$ cat src/rtl/fir_sq_wave_source.sv
// ============================================================================
// fir_sq_wave_source : AXI4-Stream bipolar square-wave source for the FIR input.
// Optional tlast output enabled by defining FIR_SQ_SRC_TLAST_EN.
// Revision: 1.0
// ============================================================================
`default_nettype none

module fir_sq_wave_source #(
  parameter int unsigned            DATA_WIDTH  = 16,
  parameter int unsigned            HALF_PERIOD = 15,
  parameter logic [DATA_WIDTH-1:0]  HIGH_VAL    = 16'h7FFF,
  parameter logic [DATA_WIDTH-1:0]  LOW_VAL     = 16'h8001
) (
  input  logic                  clk,
  input  logic                  reset,
  input  logic                  enable,
  output logic [DATA_WIDTH-1:0] m_axis_fir_tdata,
  output logic                  m_axis_fir_tvalid,
  input  logic                  m_axis_fir_tready,
`ifdef FIR_SQ_SRC_TLAST_EN
  output logic                  m_axis_fir_tlast,
`endif
  output logic                  phase,
  output logic [31:0]           beat_count
);

  localparam logic [15:0] CNT_LAST = 16'(HALF_PERIOD - 1);

  typedef enum logic [0:0] {
    S_IDLE = 1'b0,
    S_RUN  = 1'b1
  } state_t;

  state_t                state_q, state_d;
  logic [DATA_WIDTH-1:0] tdata_q, tdata_d;
  logic                  phase_q, phase_d;
  logic [15:0]           cnt_q, cnt_d;
  logic [31:0]           beat_q, beat_d;
  logic                  hs;

  // tvalid is the RUN state itself, so it can only fall on a handshake or reset
  assign m_axis_fir_tvalid = (state_q == S_RUN);
  assign hs                = m_axis_fir_tvalid & m_axis_fir_tready;

  always_comb begin
    state_d = state_q;
    tdata_d = tdata_q;
    phase_d = phase_q;
    cnt_d   = cnt_q;
    beat_d  = hs ? beat_q + 32'd1 : beat_q;
    case (state_q)
      S_IDLE: begin
        if (enable) begin
          state_d = S_RUN;
          tdata_d = HIGH_VAL;
          phase_d = 1'b0;
          cnt_d   = 16'd0;
        end
      end
      S_RUN: begin
        if (hs) begin
          if (cnt_q == CNT_LAST) begin
            cnt_d   = 16'd0;
            phase_d = ~phase_q;
          end else begin
            cnt_d   = cnt_q + 16'd1;
          end
          tdata_d = phase_d ? LOW_VAL : HIGH_VAL;
          if (!enable) state_d = S_IDLE;
        end
      end
      default: state_d = S_IDLE;
    endcase
  end

  always_ff @(posedge clk or posedge reset) begin
    if (reset) begin
      state_q <= S_IDLE;
      tdata_q <= '0;
      phase_q <= 1'b0;
      cnt_q   <= 16'd0;
      beat_q  <= 32'd0;
    end else begin
      state_q <= state_d;
      tdata_q <= tdata_d;
      phase_q <= phase_d;
      cnt_q   <= cnt_d;
      beat_q  <= beat_d;
    end
  end

  assign m_axis_fir_tdata = tdata_q;
  assign phase            = phase_q;
  assign beat_count       = beat_q;

`ifdef FIR_SQ_SRC_TLAST_EN
  logic last_q, last_d;

  // Marks the final sample of the LOW half, i.e. the end of a full period
  always_comb begin
    last_d = last_q;
    if (state_q == S_IDLE && enable) begin
      last_d = 1'b0;
    end else if (state_q == S_RUN && hs) begin
      last_d = phase_d & (cnt_d == CNT_LAST);
    end
  end

  always_ff @(posedge clk or posedge reset) begin
    if (reset) last_q <= 1'b0;
    else       last_q <= last_d;
  end

  assign m_axis_fir_tlast = last_q;
`endif

endmodule

`default_nettype wire

$ cat config.mk
export PLATFORM = sky130hd
export DESIGN_NAME = fir_sq_wave_source
export DESIGN_NICKNAME = d
export VERILOG_FILES = /design/src/rtl/fir_sq_wave_source.sv
export SDC_FILE = /design/constraint.sdc
export NUM_CORES = 1
export LEC_CHECK = 0
export ABC_AREA = 0
export CAP_MARGIN = 20
export CELL_PAD_IN_SITES_DETAIL_PLACEMENT = 1
export CELL_PAD_IN_SITES_GLOBAL_PLACEMENT = 2
export CORE_MARGIN = 1.5
export CORE_UTILIZATION = 29
export CTS_CLUSTER_SIZE = 16
export DETAILED_ROUTE_END_ITERATION = 6
export MAX_ROUTING_LAYER = met4
export PLACE_DENSITY_LB_ADDON = 0.3
export SKIP_LAST_GASP = 1
export SLEW_MARGIN = 20
export SYNTH_ARGS = -nofsm -noshare
export SYNTH_HDL_FRONTEND = slang
export SYNTH_SLANG_ARGS = --single-unit
$ cat constraint.sdc
create_clock -name clk -period 1.75 [get_ports clk]
set_input_delay 0.2625 -clock clk [delete_from_list [all_inputs] [get_ports clk]]
set_output_delay 0.2625 -clock clk [all_outputs]
set_load 0.02 [all_outputs]
# Word-level counts from Yosys, hierarchy flattened
# Index checks and enable logic that the tools add are counted.
[totals] out_inout_bits=50 register_bits=66 wordCells=31
[op_classes] bitwise=3 eq_ne=3 muxes=17 addsub=2 reduce_logical=1
[op_table] cell="2-to-1 mux 16 bit" count=6
[op_table] cell="one-hot mux 16 bit (2 select lines)" count=2
[op_table] cell="adder 32 x 1 -> 32 bit (second input constant)" count=1
[op_table] cell="adder 16 x 1 -> 16 bit (second input constant)" count=1
[op_table] cell="equality test 16 x 4 -> 1 bit (second input constant)" count=1
[op_table] cell="2-to-1 mux 1 bit" count=7
[op_table] cell="one-hot mux 1 bit (2 select lines)" count=2
[op_table] cell="inequality test 2 x 1 -> 1 bit (second input constant)" count=1
[op_table] cell="inequality test 2 bit (second input constant)" count=1
[op_table] cell="inverter 1 bit" count=2
[op_table] cell="AND reduction 2 bit" count=1
[op_table] cell="bitwise AND 1 bit" count=1

# Depth between registers and ports, before layout
# Gate-level depths: netlist of the first run.
[depth] ltp_word=7 ltp_mapped=8 mapped_depth_nobuf=6

# Least setup slack after synthesis of the first run
# Ideal clock, no wire load.
[synth_path] path_kind="reg-to-reg" startpoint="register beat_q[0] (netlist: beat_count[0])" endpoint="register beat_q[28] (netlist: beat_count[28])" n_path_buf=0 setup_ns=0.130 arrival_time_ns=1.649 required_time_ns=1.620 stages_incl_launch_ff=6 setup_slack_ns=-0.029 cell_sequence="dfrtp_1 > ha_1 > nand4_2 > nor4_4 > nand4_1 > xnor2_1"
[synth_via] elab_chain_len=1
[synth_lines] element="start: declaration" line="38" source="logic [31:0] beat_q, beat_d;"
[synth_lines] element="start signal: assignment" line="88" source="beat_q <= beat_d;"
[synth_lines] element="adder 32 x 1 -> 32 bit" line="50" source="beat_d = hs ? beat_q + 32'd1 : beat_q;"
# Every way passes these cells.
# A chain may end at the register's enable or synchronous reset.

# Worst setup path after layout of the first run
[layout_path] startpoint="register cnt_q[0]" endpoint="register tdata_q[15] (netlist: m_axis_fir_tdata[15])"
[layout_via] elab_chain_len=7
[layout_lines] element="start: declaration" line="37" source="logic [15:0] cnt_q, cnt_d;"
[layout_lines] element="start signal: assignment" line="87" source="cnt_q <= cnt_d;"
[layout_lines] element="equality test 16 x 4 -> 1 bit" line="62" source="if (cnt_q == CNT_LAST) begin"
[layout_lines] element="2-to-1 mux 1 bit" line="62"
[layout_lines] element="2-to-1 mux 1 bit" line="61" source="if (hs) begin"
[layout_lines] element="2-to-1 mux 1 bit" line="51" source="case (state_q)"
[layout_lines] element="2-to-1 mux 16 bit" line="68" source="tdata_d = phase_d ? LOW_VAL : HIGH_VAL;"
[layout_lines] element="2-to-1 mux 16 bit" line="61"
[layout_lines] element="one-hot mux 16 bit (2 select lines)" line="51"
[layout_lines] element="end signal: assignment" line="85" source="tdata_q <= tdata_d;"
[layout_lines] element="end: declaration" line="35" source="logic [DATA_WIDTH-1:0] tdata_q, tdata_d;"
# Every way passes these cells. The select of a mux whose other input is x is not followed.

==> qor.txt, run 1 <==
================================================================================
Setup crit start kind                                                       flop
Placed inst area                                                      3520 sq um
Input/output buffers                                                          53
Post-route fraction of the period consumed by the critical path             102%
Classification of the worst setup path                                reg -> reg
Top cells by area in the synthesized netlist                        sky130_fd_sc_hd__dfrtp_1, sky130_fd_sc_hd__xnor2_1, sky130_fd_sc_hd__buf_4, sky130_fd_sc_hd__nand2_1, sky130_fd_sc_hd__nand3_1
Sequential cell area                                                  1310 sq um
Post-detail-place hpwl                                                   4.65 mm
Post-synthesis to final-layout area growth                                 36.2%
H-tree Lvls                                                                    2
Highest ir drop seen on vdd                                             0.397 mV
Avg Cell Area, Syn                                                    10.6 sq um
Number of failing hold endpoints at the final stage                            0
Final period demand of the worst path                                    1.78 ns
Sequential area share after synthesis                                      48.1%
Data arrival at the endpoint of the critical path                        1.99 ns
Relative contribution of the clock network to total power                  28.9%
Total power density per cell area                                    791 nW/um^2
P_leak                                                                   1.59 nW
Count of unique library cells instantiated by Yosys                           42
Core area                                                             9150 sq um
CTS Root Cell                                                       sky130_fd_sc_hd__clkbuf_8
Post-route DRC                                                                 0
Number of antenna repair diodes                                                0
Synth Instances                                                              256
Met2 Usage GRT                                                             23.0%
Result of the run                                                   finished, violations left
Final core utilization                                                     40.3%
Count of fill cells added during filler insertion                           1031
Longest Clk Path Bufs                                                          2
Via count of the routed design                                              2177
Total power consumption of the routed design                             2.92 mW
Worst max-slew margin expressed relative to the limit                      75.9%
RSZ-0062 raised after global routing                                         yes
Post-route clock skew                                                 0.00383 ns
Total die area                                                        9920 sq um
Number of rows created at floorplan                                           35
Worst-case hold slack                                                   0.322 ns
Final wirelength                                                         6.45 mm
Cell area after layout                                                3680 sq um
Fraction of post-synthesis cell area in the top cell type by area          48.1%
Violation count after the first detailed-routing iteration                    51
Clock buffers created by TritonCTS                                             5
CP max FO                                                                      2
Hold-fix buffer count after cts                                                0
Initial antenna violation count                                                0
Layout cells sized above 1                                                 19.2%
Critical Path RT                                                         1.97 ns
Synth Register Bits                                                           52
Clock tree sinks                                                              52
Busiest grt layer                                                           met2
Sw Share                                                                   30.1%
RePlAce Congestion                                                         0.730
Final setup violation count                                                    2
Switching pwr                                                             878 uW
Cell type contributing the most total cell area after synthesis     sky130_fd_sc_hd__dfrtp_1
Flop pwr share                                                             49.1%
WL per Instance                                                     14.5 microns
Vertical die dimension                                              99.6 microns
Final Worst Setup Slack                                               -0.0265 ns
Met1 GRT Util                                                              18.7%
Effective utilization at floorplan                                         29.6%
Total I/O pin count                                                           54
Total Negative Setup Slacks                                           -0.0370 ns
Die Width                                                           99.6 microns
Most frequent cells in the layout                                   sky130_fd_sc_hd__dfrtp_1, sky130_fd_sc_hd__clkdlybuf4s50_1, sky130_fd_sc_hd__buf_4
Number of global-route vias before repair                                   2220
Pint                                                                     2.04 mW
Commonest non-fill, non-tap cell in the layout                      sky130_fd_sc_hd__dfrtp_1
Via density per instance                                                    4.90
Clock Latency Late Sink                                                  0.30 ns
Maximum number of pins on one net before global-route repair                  53
Post-Syn Nets                                                                263
Violations in the final reports                                     negative setup slack
Area occupied by multi-input gates                                    1250 sq um
Max-slew violation total from the final report                                 0
Clock-pin slew on the worst setup and hold paths                         0.10 ns
Post-Synthesis Cell Area                                              2710 sq um
Number of warnings printed during yosys synthesis                              0
Critical path capture point type                                            flop
First-pass GRT wire length                                               11.1 mm
Iteration count of the initial detailed-routing pass                           4
Slew @ Worst Pin                                                        0.359 ns
# Max-Cap Violations                                                           0
Antenna violation net count after detailed routing                             0
Fmax                                                                     563 MHz
CTS tree                                                                     yes
Part of the power in combinational logic                                   22.1%
Final net count                                                              339
Worst hold-check path type                                           in -> async
Global routing met3 resource utilization                                   2.39%
Remaining global-route overflow                                                0
All-Layer GR Usage                                                         14.2%
================================================================================
## worst max-delay path, cell delays in order, from the launching register on
cell and delay, ns:
sky130_fd_sc_hd__dfrtp_1 0.39, sky130_fd_sc_hd__inv_1 0.06, sky130_fd_sc_hd__ha_1 0.16, sky130_fd_sc_hd__nor4b_4 0.25, sky130_fd_sc_hd__buf_4 0.17, sky130_fd_sc_hd__nand4_4 0.08
sky130_fd_sc_hd__or4b_4 0.50, sky130_fd_sc_hd__o311ai_2 0.08
## Yosys cell counts
cell type	number
sky130_fd_sc_hd__dfrtp_1	52
sky130_fd_sc_hd__nand2_1	26
sky130_fd_sc_hd__xnor2_1	26
sky130_fd_sc_hd__nand3_1	19
sky130_fd_sc_hd__buf_4	15
sky130_fd_sc_hd__nand4_1	11
sky130_fd_sc_hd__a31oi_1	10
sky130_fd_sc_hd__inv_1	10
sky130_fd_sc_hd__nor2_1	10
sky130_fd_sc_hd__o21ai_0	9
sky130_fd_sc_hd__xor2_1	8
sky130_fd_sc_hd__a21oi_1	7
sky130_fd_sc_hd__and3_1	7
sky130_fd_sc_hd__and4_1	5
sky130_fd_sc_hd__and2_1	3
sky130_fd_sc_hd__ha_1	3
sky130_fd_sc_hd__nand4_2	3
sky130_fd_sc_hd__nor3_1	3
sky130_fd_sc_hd__nor4_4	3
sky130_fd_sc_hd__buf_6	2
sky130_fd_sc_hd__o211ai_1	2
sky130_fd_sc_hd__o22ai_1	2
sky130_fd_sc_hd__a21o_1	1
sky130_fd_sc_hd__a221o_1	1
sky130_fd_sc_hd__a41oi_2	1
sky130_fd_sc_hd__and4bb_1	1
sky130_fd_sc_hd__clkbuf_1	1
sky130_fd_sc_hd__mux2_2	1
sky130_fd_sc_hd__mux2i_1	1
sky130_fd_sc_hd__nand2b_1	1
sky130_fd_sc_hd__nand3_2	1
sky130_fd_sc_hd__nand4_4	1
sky130_fd_sc_hd__nand4bb_1	1
sky130_fd_sc_hd__nor3_2	1
sky130_fd_sc_hd__nor4b_4	1
sky130_fd_sc_hd__o21a_1	1
sky130_fd_sc_hd__o21ai_1	1
sky130_fd_sc_hd__o311ai_1	1
sky130_fd_sc_hd__o31ai_1	1
sky130_fd_sc_hd__or2_2	1
sky130_fd_sc_hd__or3_1	1
sky130_fd_sc_hd__or4b_1	1
## worst paths after layout
path / startpoint / endpoint / slack [ns] / cells after the start
max reg2reg: cnt_q[0] / m_axis_fir_tdata[15] / -0.03 / 7
min: reset / beat_count[19] / 0.32 / 3
min in group clk: m_axis_fir_tdata[0] / m_axis_fir_tdata[0] / 0.48 / 1
min reg2reg: m_axis_fir_tdata[0] / m_axis_fir_tdata[0] / 0.48 / 1
max in group asynchronous: reset / beat_count[1] / 1.18 / 3
max: cnt_q[0] / m_axis_fir_tdata[15] / -0.03 / 7
## per-stage QoR
step	instances	worst slack, ns
after floorplan	256	0.0908
after global placement	436	-0.139
after detailed placement	436	-0.139
after CTS	444	-0.0528
after global routing	444	-0.100
final	444	-0.0265
## per-layer routing
metal / part of all wire [%] / vias up / wire [microns]
li1: - / 1045 / -
met1: 49 / 1094 / 3140
met2: 48 / 32 / 3110
met3: 2.3 / 6 / 150
met4: 0.82 / 0 / 53
met5: 0 / - / 0
## registers in the layout, indices dropped and copies added (netlist names)
register and count:
m_axis_fir_tdata 3, cnt_q 16, beat_count 32, m_axis_fir_tvalid 1
## power by group through the flow
stage	registers (mW)	clock network [mW]	logic (mW)
final	1.43	0.842	0.644
after global routing	1.45	0.921	0.707
after CTS	1.43	0.886	0.654
after floorplan	1.52	0	0.245
after global placement	1.44	0	0.637
after detailed placement	1.45	0	0.648
## logic make-up (layout without fill, tap and decap cells)
logic type | after synthesis | count (layout) | synth area share, %
and+or+nand+nor | 100 | 100 | 23.6
DFF | 52 | 52 | 48.1
AOI/OAI and AO/OA | 37 | 37 | 8.60
xor gates and xnor gates | 34 | 34 | 11.0
buffers and inverters | 28 | 105 | 6.52
adders and majority gates | 3 | 3 | 1.39
muxes | 2 | 2 | 0.786
## what timing repair did
item,4_1_cts,5_1_grt
buffers inserted,0,0
pin swaps,1,1
endpoints found under the setup margin,16,19
gates resized for setup,4,19
## area by class of cell
class | instances | area share (%)
flip-flops and latches | 52 | 35.4
multi-input cells | 176 | 34.0
repair buffers | 87 | 22.8
inverters | 10 | 1.02
well taps | 111 | 3.77
clock inverters | 3 | 1.15
clock buffers | 5 | 1.87
No activity file was read; power rests on OpenSTA's default activity.
==> inputs of run 2 (changes only) <==
- CORE_UTILIZATION: 29 -> 33
- clock period: 1.75 -> 1.7 ns (I/O delays scaled with it)
==> qor.txt, run 2 (same netlist as run 1, synthesis figures left out) <==
==============================================================================
Number of antenna repair diodes                                              0   unchanged
Worst max-slew margin expressed relative to the limit                    78.1%   was 75.9%
Antenna violation net count after detailed routing                           0   unchanged
Fmax                                                                   553 MHz   was 563 MHz
# Max-Cap Violations                                                         0   unchanged
Total I/O pin count                                                         54   unchanged
Terminus of the critical flop-to-flop path                        m_axis_fir_tdata[15]   unchanged
Delay of the slowest cell on the worst path                            0.49 ns   was 0.50 ns
Core area                                                           7850 sq um   was 9150 sq um
Maximum number of pins on one net before global-route repair                53   unchanged
Placed inst area                                                    3530 sq um   was 3520 sq um
Longest Clk Path Bufs                                                        2   unchanged
Data arrival at the endpoint of the critical path                      2.01 ns   was 1.99 ns
Sw Share                                                                 29.9%   was 30.1%
Slowest stage cell on the critical path                           sky130_fd_sc_hd__or4b_1   was sky130_fd_sc_hd__or4b_4
Result of the run                                                 finished, violations left   unchanged
CTS Root Cell                                                     sky130_fd_sc_hd__clkbuf_8   unchanged
Vertical die dimension                                            93.6 microns   was 99.6 microns
Slew @ Worst Pin                                                      0.326 ns   was 0.359 ns
Post-synthesis to final-layout area growth                               38.8%   was 36.2%
WL per Instance                                                   14.9 microns   was 14.5 microns
Max-slew violation total from the final report                               0   unchanged
Setup crit start kind                                                     flop   unchanged
Total power consumption of the routed design                           3.04 mW   was 2.92 mW
Final net count                                                            348   was 339
Initial antenna violation count                                              0   unchanged
Total power density per cell area                                  808 nW/um^2   was 791 nW/um^2
Number of global-route vias before repair                                 2249   was 2220
Pre-CTS setup slack                                                  -0.211 ns   was -0.139 ns
Worst flop-to-flop path startpoint                                    cnt_q[0]   unchanged
Clock Latency Late Sink                                                0.30 ns   about the same
Flop pwr share                                                           47.4%   was 49.1%
Commonest non-fill, non-tap cell in the layout                    sky130_fd_sc_hd__dfrtp_1   unchanged
Final setup violation count                                                  6   was 2
Final Worst Setup Slack                                              -0.109 ns   was -0.0265 ns
Clock buffers created by TritonCTS                                           5   unchanged
Final period demand of the worst path                                  1.81 ns   was 1.78 ns
Critical path capture point type                                          flop   unchanged
Clock tree sinks                                                            52   unchanged
Relative contribution of the clock network to total power                28.6%   was 28.9%
Remaining global-route overflow                                              0   unchanged
Final core utilization                                                   47.9%   was 40.3%
Total Negative Setup Slacks                                          -0.264 ns   was -0.0370 ns
First-pass GRT wire length                                             11.0 mm   was 11.1 mm
Violations in the final reports                                   negative setup slack   unchanged
Busiest grt layer                                                         met2   unchanged
RePlAce Congestion                                                       0.720   was 0.730
Final wirelength                                                       6.61 mm   was 6.45 mm
Switching pwr                                                           909 uW   was 878 uW
Part of the power in combinational logic                                 23.9%   was 22.1%
Met2 Usage GRT                                                           25.9%   was 23.0%
Layout cells sized above 1                                               20.8%   was 19.2%
H-tree Lvls                                                                  2   unchanged
Violation count after the first detailed-routing iteration                  77   was 51
Post-route DRC                                                               0   unchanged
Met1 GRT Util                                                            21.3%   was 18.7%
Setup slack on the worst flop-to-flop path                            -0.11 ns   was -0.03 ns
RSZ-0062 raised after global routing                                       yes   unchanged
Iteration count of the initial detailed-routing pass                         4   unchanged
All-Layer GR Usage                                                       16.2%   was 14.2%
Critical Path RT                                                       1.90 ns   was 1.97 ns
Total die area                                                      8750 sq um   was 9920 sq um
Number of rows created at floorplan                                         32   was 35
Classification of the worst setup path                              reg -> reg   unchanged
Via density per instance                                                  4.99   was 4.90
Number of failing hold endpoints at the final stage                          0   unchanged
Input/output buffers                                                        53   unchanged
Clock-pin slew on the worst setup and hold paths                       0.10 ns   about the same
Effective utilization at floorplan                                       34.5%   was 29.6%
CTS tree                                                                   yes   unchanged
P_leak                                                                 1.77 nW   was 1.59 nW
Path depth of the worst reg2reg path                                         7   unchanged
Die Width                                                         93.6 microns   was 99.6 microns
Cell area after layout                                              3760 sq um   was 3680 sq um
Critical Path, Cell by Cell                                       inv_1 > ha_2 > nor4b_4 > buf_4 > nand4_2 > or4b_1 > o311ai_1   was inv_1 > ha_1 > nor4b_4 > buf_4 > nand4_4 > or4b_4 > o311ai_2
CP max FO                                                                    2   unchanged
Via count of the routed design                                            2216   was 2177
Post-route clock skew                                               0.00844 ns   was 0.00383 ns
Cell class contributing the biggest share of worst-path delay     simple AND/OR/NAND/NOR gates   unchanged
Max FFs per register                                                        32   unchanged
Global routing met3 resource utilization                                 3.25%   was 2.39%
Most frequent cells in the layout                                 sky130_fd_sc_hd__dfrtp_1, sky130_fd_sc_hd__buf_4, sky130_fd_sc_hd__clkdlybuf4s50_1   was sky130_fd_sc_hd__dfrtp_1, sky130_fd_sc_hd__clkdlybuf4s50_1, sky130_fd_sc_hd__buf_4
Post-route fraction of the period consumed by the critical path           106%   was 102%
CP Buf/Inv Count                                                             2   unchanged
Pint                                                                   2.13 mW   was 2.04 mW
Highest ir drop seen on vdd                                           0.299 mV   was 0.397 mV
Worst hold-check path type                                         in -> async   unchanged
Post-detail-place hpwl                                                 4.73 mm   was 4.65 mm
==============================================================================
## run 2: tightest hold or removal path: stages
cell,delay [ns]
sky130_fd_sc_hd__clkdlybuf4s50_1,0.41
sky130_fd_sc_hd__inv_2,0.07
sky130_fd_sc_hd__buf_12,0.27
## run 2: through the flow
stage	hold slack [ns]	instances
floorplan	0.347	256
global placement	0.448	430
detailed placement	0.468	430
CTS	0.309	438
global route	0.345	444
finish	0.303	444
## run 2: cell type report
type	instances	area, sq um
clock buffers	6	72.6
clock inverters	2	38.8
fillers	908	4090
inverters	10	37.5
multi-input cells	176	1250
flip-flops and latches	52	1300
well taps	102	128
repair buffers	96	922
## run 2: layer usage
| layer | vias up | routed length (microns) |
|---|---|---|
| met5 | - | 0 |
| met4 | 0 | 57 |
| met3 | 7 | 197 |
| met2 | 34 | 3220 |
| met1 | 1106 | 3140 |
| li1 | 1069 | - |
## run 2: what timing repair did
| item | CTS | global route |
|---|---|---|
| pin swaps | 1 | 4 |
| gates cloned | 0 | 2 |
| hold buffers | 0 | 0 |
| buffers inserted | 0 | 4 |
| setup endpoints to repair | 19 | 24 |
| gates resized for setup | 13 | 22 |
## run 2: worst max-delay path by stage
| stage | startpoint | endpoint | slack (ns) | depth (start not counted) |
|---|---|---|---|---|
| 6_report | cnt_q[0] | m_axis_fir_tdata[15] | -0.11 | 7 |
| 5_1_grt | cnt_q[0] | m_axis_fir_tdata[15] | -0.19 | 7 |
| 4_1_cts | cnt_q[8] | m_axis_fir_tdata[15] | -0.11 | 5 |
| 3_5_place_dp | m_axis_fir_tready | beat_count[25] | -0.21 | 6 |
| 3_3_place_gp | m_axis_fir_tready | beat_count[25] | -0.16 | 6 |
| 2_1_floorplan | m_axis_fir_tvalid | beat_count[31] | 0.04 | 5 |
## run 2: power by group through the flow
stage                     clock (mW)  combinational [mW]  sequential (mW)
after floorplan                    0               0.252             1.56
after global placement             0               0.715             1.46
after detailed placement           0               0.735             1.47
after CTS                      0.914               0.716             1.44
after global routing           0.956               0.785             1.46
final                          0.870               0.727             1.44
==> inputs of run 3 (changes only) <==
- SKIP_LAST_GASP: 1 -> default
- SLEW_MARGIN: 20 -> default
==> qor.txt, run 3 (same netlist as run 1, synthesis figures left out) <==
==============================================================================
Result of the run                                                 finished, violations left   unchanged
Violations in the final reports                                   negative setup slack   unchanged
Final net count                                                            348   unchanged
Total Negative Setup Slacks                                          -0.276 ns   was -0.264 ns
CP max FO                                                                    2   unchanged
Delay of the slowest cell on the worst path                            0.54 ns   was 0.49 ns
RePlAce Congestion                                                       0.720   unchanged
Total power consumption of the routed design                           3.05 mW   was 3.04 mW
Final Worst Setup Slack                                              -0.159 ns   was -0.109 ns
Pre-CTS setup slack                                                  -0.211 ns   unchanged
WL per Instance                                                   15.2 microns   was 14.9 microns
Number of failing hold endpoints at the final stage                          0   unchanged
CTS Root Cell                                                     sky130_fd_sc_hd__clkbuf_8   unchanged
RSZ-0062 raised after global routing                                       yes   unchanged
CP Buf/Inv Count                                                             2   unchanged
Core area                                                           7850 sq um   unchanged
Commonest non-fill, non-tap cell in the layout                    sky130_fd_sc_hd__dfrtp_1   unchanged
Classification of the worst setup path                              reg -> reg   unchanged
Antenna violation net count after detailed routing                           0   unchanged
Clock Latency Late Sink                                                0.31 ns   was 0.30 ns
Final period demand of the worst path                                  1.86 ns   was 1.81 ns
Post-synthesis to final-layout area growth                               40.2%   was 38.8%
Sequential cell area                                                1300 sq um   unchanged
Post-route DRC                                                               0   unchanged
# Max-Cap Violations                                                         0   unchanged
Critical path capture point type                                          flop   unchanged
Total die area                                                      8750 sq um   unchanged
Final wirelength                                                       6.74 mm   was 6.61 mm
Critical Path RT                                                       1.90 ns   about the same
P_leak                                                                 1.79 nW   was 1.77 nW
All-Layer GR Usage                                                       16.3%   was 16.2%
Slew @ Worst Pin                                                      0.326 ns   about the same
Layout cells sized above 1                                               22.5%   was 20.8%
Total I/O pin count                                                         54   unchanged
Setup crit start kind                                                     flop   unchanged
Effective utilization at floorplan                                       34.5%   unchanged
Area occupied by multi-input gates                                  1290 sq um   was 1250 sq um
Number of instances in the placed design                                   430   unchanged
Number of rows created at floorplan                                         32   unchanged
Worst max-slew margin expressed relative to the limit                    78.1%   about the same
Post-route fraction of the period consumed by the critical path           109%   was 106%
Count of non-filler cells in the finished layout                           444   unchanged
Switching pwr                                                           920 uW   was 909 uW
Via density per instance                                                  5.00   was 4.99
Initial antenna violation count                                              0   unchanged
Cell class contributing the biggest share of worst-path delay     simple AND/OR/NAND/NOR gates   unchanged
Maximum number of pins on one net before global-route repair                53   unchanged
Die Width                                                         93.6 microns   unchanged
Remaining global-route overflow                                              0   unchanged
Clock-pin slew on the worst setup and hold paths                       0.10 ns   about the same
Total power density per cell area                                  804 nW/um^2   was 808 nW/um^2
Violation count after the first detailed-routing iteration                  81   was 77
Number of antenna repair diodes                                              0   unchanged
Part of the power in combinational logic                                 24.3%   was 23.9%
Input/output buffers                                                        53   unchanged
First-pass GRT wire length                                             11.1 mm   was 11.0 mm
Max FFs per register                                                        32   unchanged
Flop pwr share                                                           47.2%   was 47.4%
Clock buffers created by TritonCTS                                           5   unchanged
Highest ir drop seen on vdd                                           0.300 mV   was 0.299 mV
Max-slew violation total from the final report                               0   unchanged
Fmax                                                                   538 MHz   was 553 MHz
H-tree Lvls                                                                  2   unchanged
Critical Path, Cell by Cell                                       inv_1 > ha_2 > nor4b_4 > buf_4 > nand4_4 > or4b_4 > o311ai_2   was inv_1 > ha_2 > nor4b_4 > buf_4 > nand4_2 > or4b_1 > o311ai_1
Data arrival at the endpoint of the critical path                      2.06 ns   was 2.01 ns
Number of global-route vias before repair                                 2253   was 2249
Clock tree sinks                                                            52   unchanged
CTS tree                                                                   yes   unchanged
Post-detail-place hpwl                                                 4.73 mm   unchanged
Most frequent cells in the layout                                 sky130_fd_sc_hd__dfrtp_1, sky130_fd_sc_hd__buf_4, sky130_fd_sc_hd__nand2_1, sky130_fd_sc_hd__xnor2_1, sky130_fd_sc_hd__clkdlybuf4s50_1   was sky130_fd_sc_hd__dfrtp_1, sky130_fd_sc_hd__buf_4, sky130_fd_sc_hd__clkdlybuf4s50_1
Count of fill cells added during filler insertion                          905   was 908
Slowest stage cell on the critical path                           sky130_fd_sc_hd__or4b_4   was sky130_fd_sc_hd__or4b_1
Vertical die dimension                                            93.6 microns   unchanged
Final setup violation count                                                  5   was 6
Via count of the routed design                                            2220   was 2216
Longest Clk Path Bufs                                                        2   unchanged
Pint                                                                   2.13 mW   about the same
Sw Share                                                                 30.1%   was 29.9%
Iteration count of the initial detailed-routing pass                         4   unchanged
Post-route clock skew                                               0.00801 ns   was 0.00844 ns
Relative contribution of the clock network to total power                28.6%   about the same
Worst hold-check path type                                         in -> async   unchanged
==============================================================================
[run 3: cell types whose count changed in the layout (fill, tap and decap cells not counted), moves of 2 or more]
cell | before | now
sky130_fd_sc_hd__a21oi_2 | 0 | 2
sky130_fd_sc_hd__a21oi_1 | 7 | 5
sky130_fd_sc_hd__o21ai_0 | 8 | 6
sky130_fd_sc_hd__o21ai_2 | 1 | 3
[run 3: tightest hold or removal path: cells and delay by family]
kind | cells | cell delay, ns
buffers and inverters | 3 | 0.75
[run 3: what timing repair did]
item,in CTS,in global routing
gates cloned,0,2
pin swaps,2,8
buffers inserted,0,4
setup endpoints to repair,19,23
hold buffers,0,0
gates resized for setup,14,32
endpoints found under the hold margin,0,0
[run 3: worst paths after layout]
path	from	endpoint	slack, ns	cells past startpoint
setup / recovery	cnt_q[0]	m_axis_fir_tdata[15]	-0.16	7
hold / removal	reset	cnt_q[11]	0.30	3
setup reg to reg	cnt_q[0]	m_axis_fir_tdata[15]	-0.16	7
hold reg to reg	m_axis_fir_tdata[0]	m_axis_fir_tdata[0]	0.48	1
max in group asynchronous	reset	m_axis_fir_tdata[14]	1.15	3
min in group clk	m_axis_fir_tdata[0]	m_axis_fir_tdata[0]	0.48	1
[run 3: through the flow]
stage	hold slack, ns	utilization [%]	cell area (sq um)
finish	0.302	48.3	3790
global route	0.345	48.3	3790
CTS	0.309	46.2	3620
detailed placement	0.468	45.0	3530
global placement	0.448	45.0	3530
floorplan	0.347	-	2710
[run 3: layer usage]
metal | wire length (microns) | global-route usage, % | vias up
met1 | 3140 | 21.3 | 1104
li1 | - | - | 1071
met3 | 229 | 3.25 | 5
met5 | 0 | - | -
met2 | 3320 | 25.9 | 40
met4 | 42 | 3.98 | 0
[run 3: power by group through the flow]
| stage | logic (mW) | clock network [mW] | registers (mW) |
|---|---|---|---|
| final | 0.740 | 0.871 | 1.44 |
| after global routing | 0.796 | 0.956 | 1.46 |
| after CTS | 0.716 | 0.914 | 1.44 |
| after detailed placement | 0.735 | 0 | 1.47 |
| after global placement | 0.715 | 0 | 1.46 |
| after floorplan | 0.252 | 0 | 1.56 |
[run 3: final cells by class]
class                      count  share of cell area [%]
clock inverter                 2                    1.02
clock buffer                   6                    1.91
multi-input combinational    176                    34.0
tap                          102                    3.36
timing repair buffer          96                    24.4
sequential                    52                    34.3
inverter                      10                   0.989
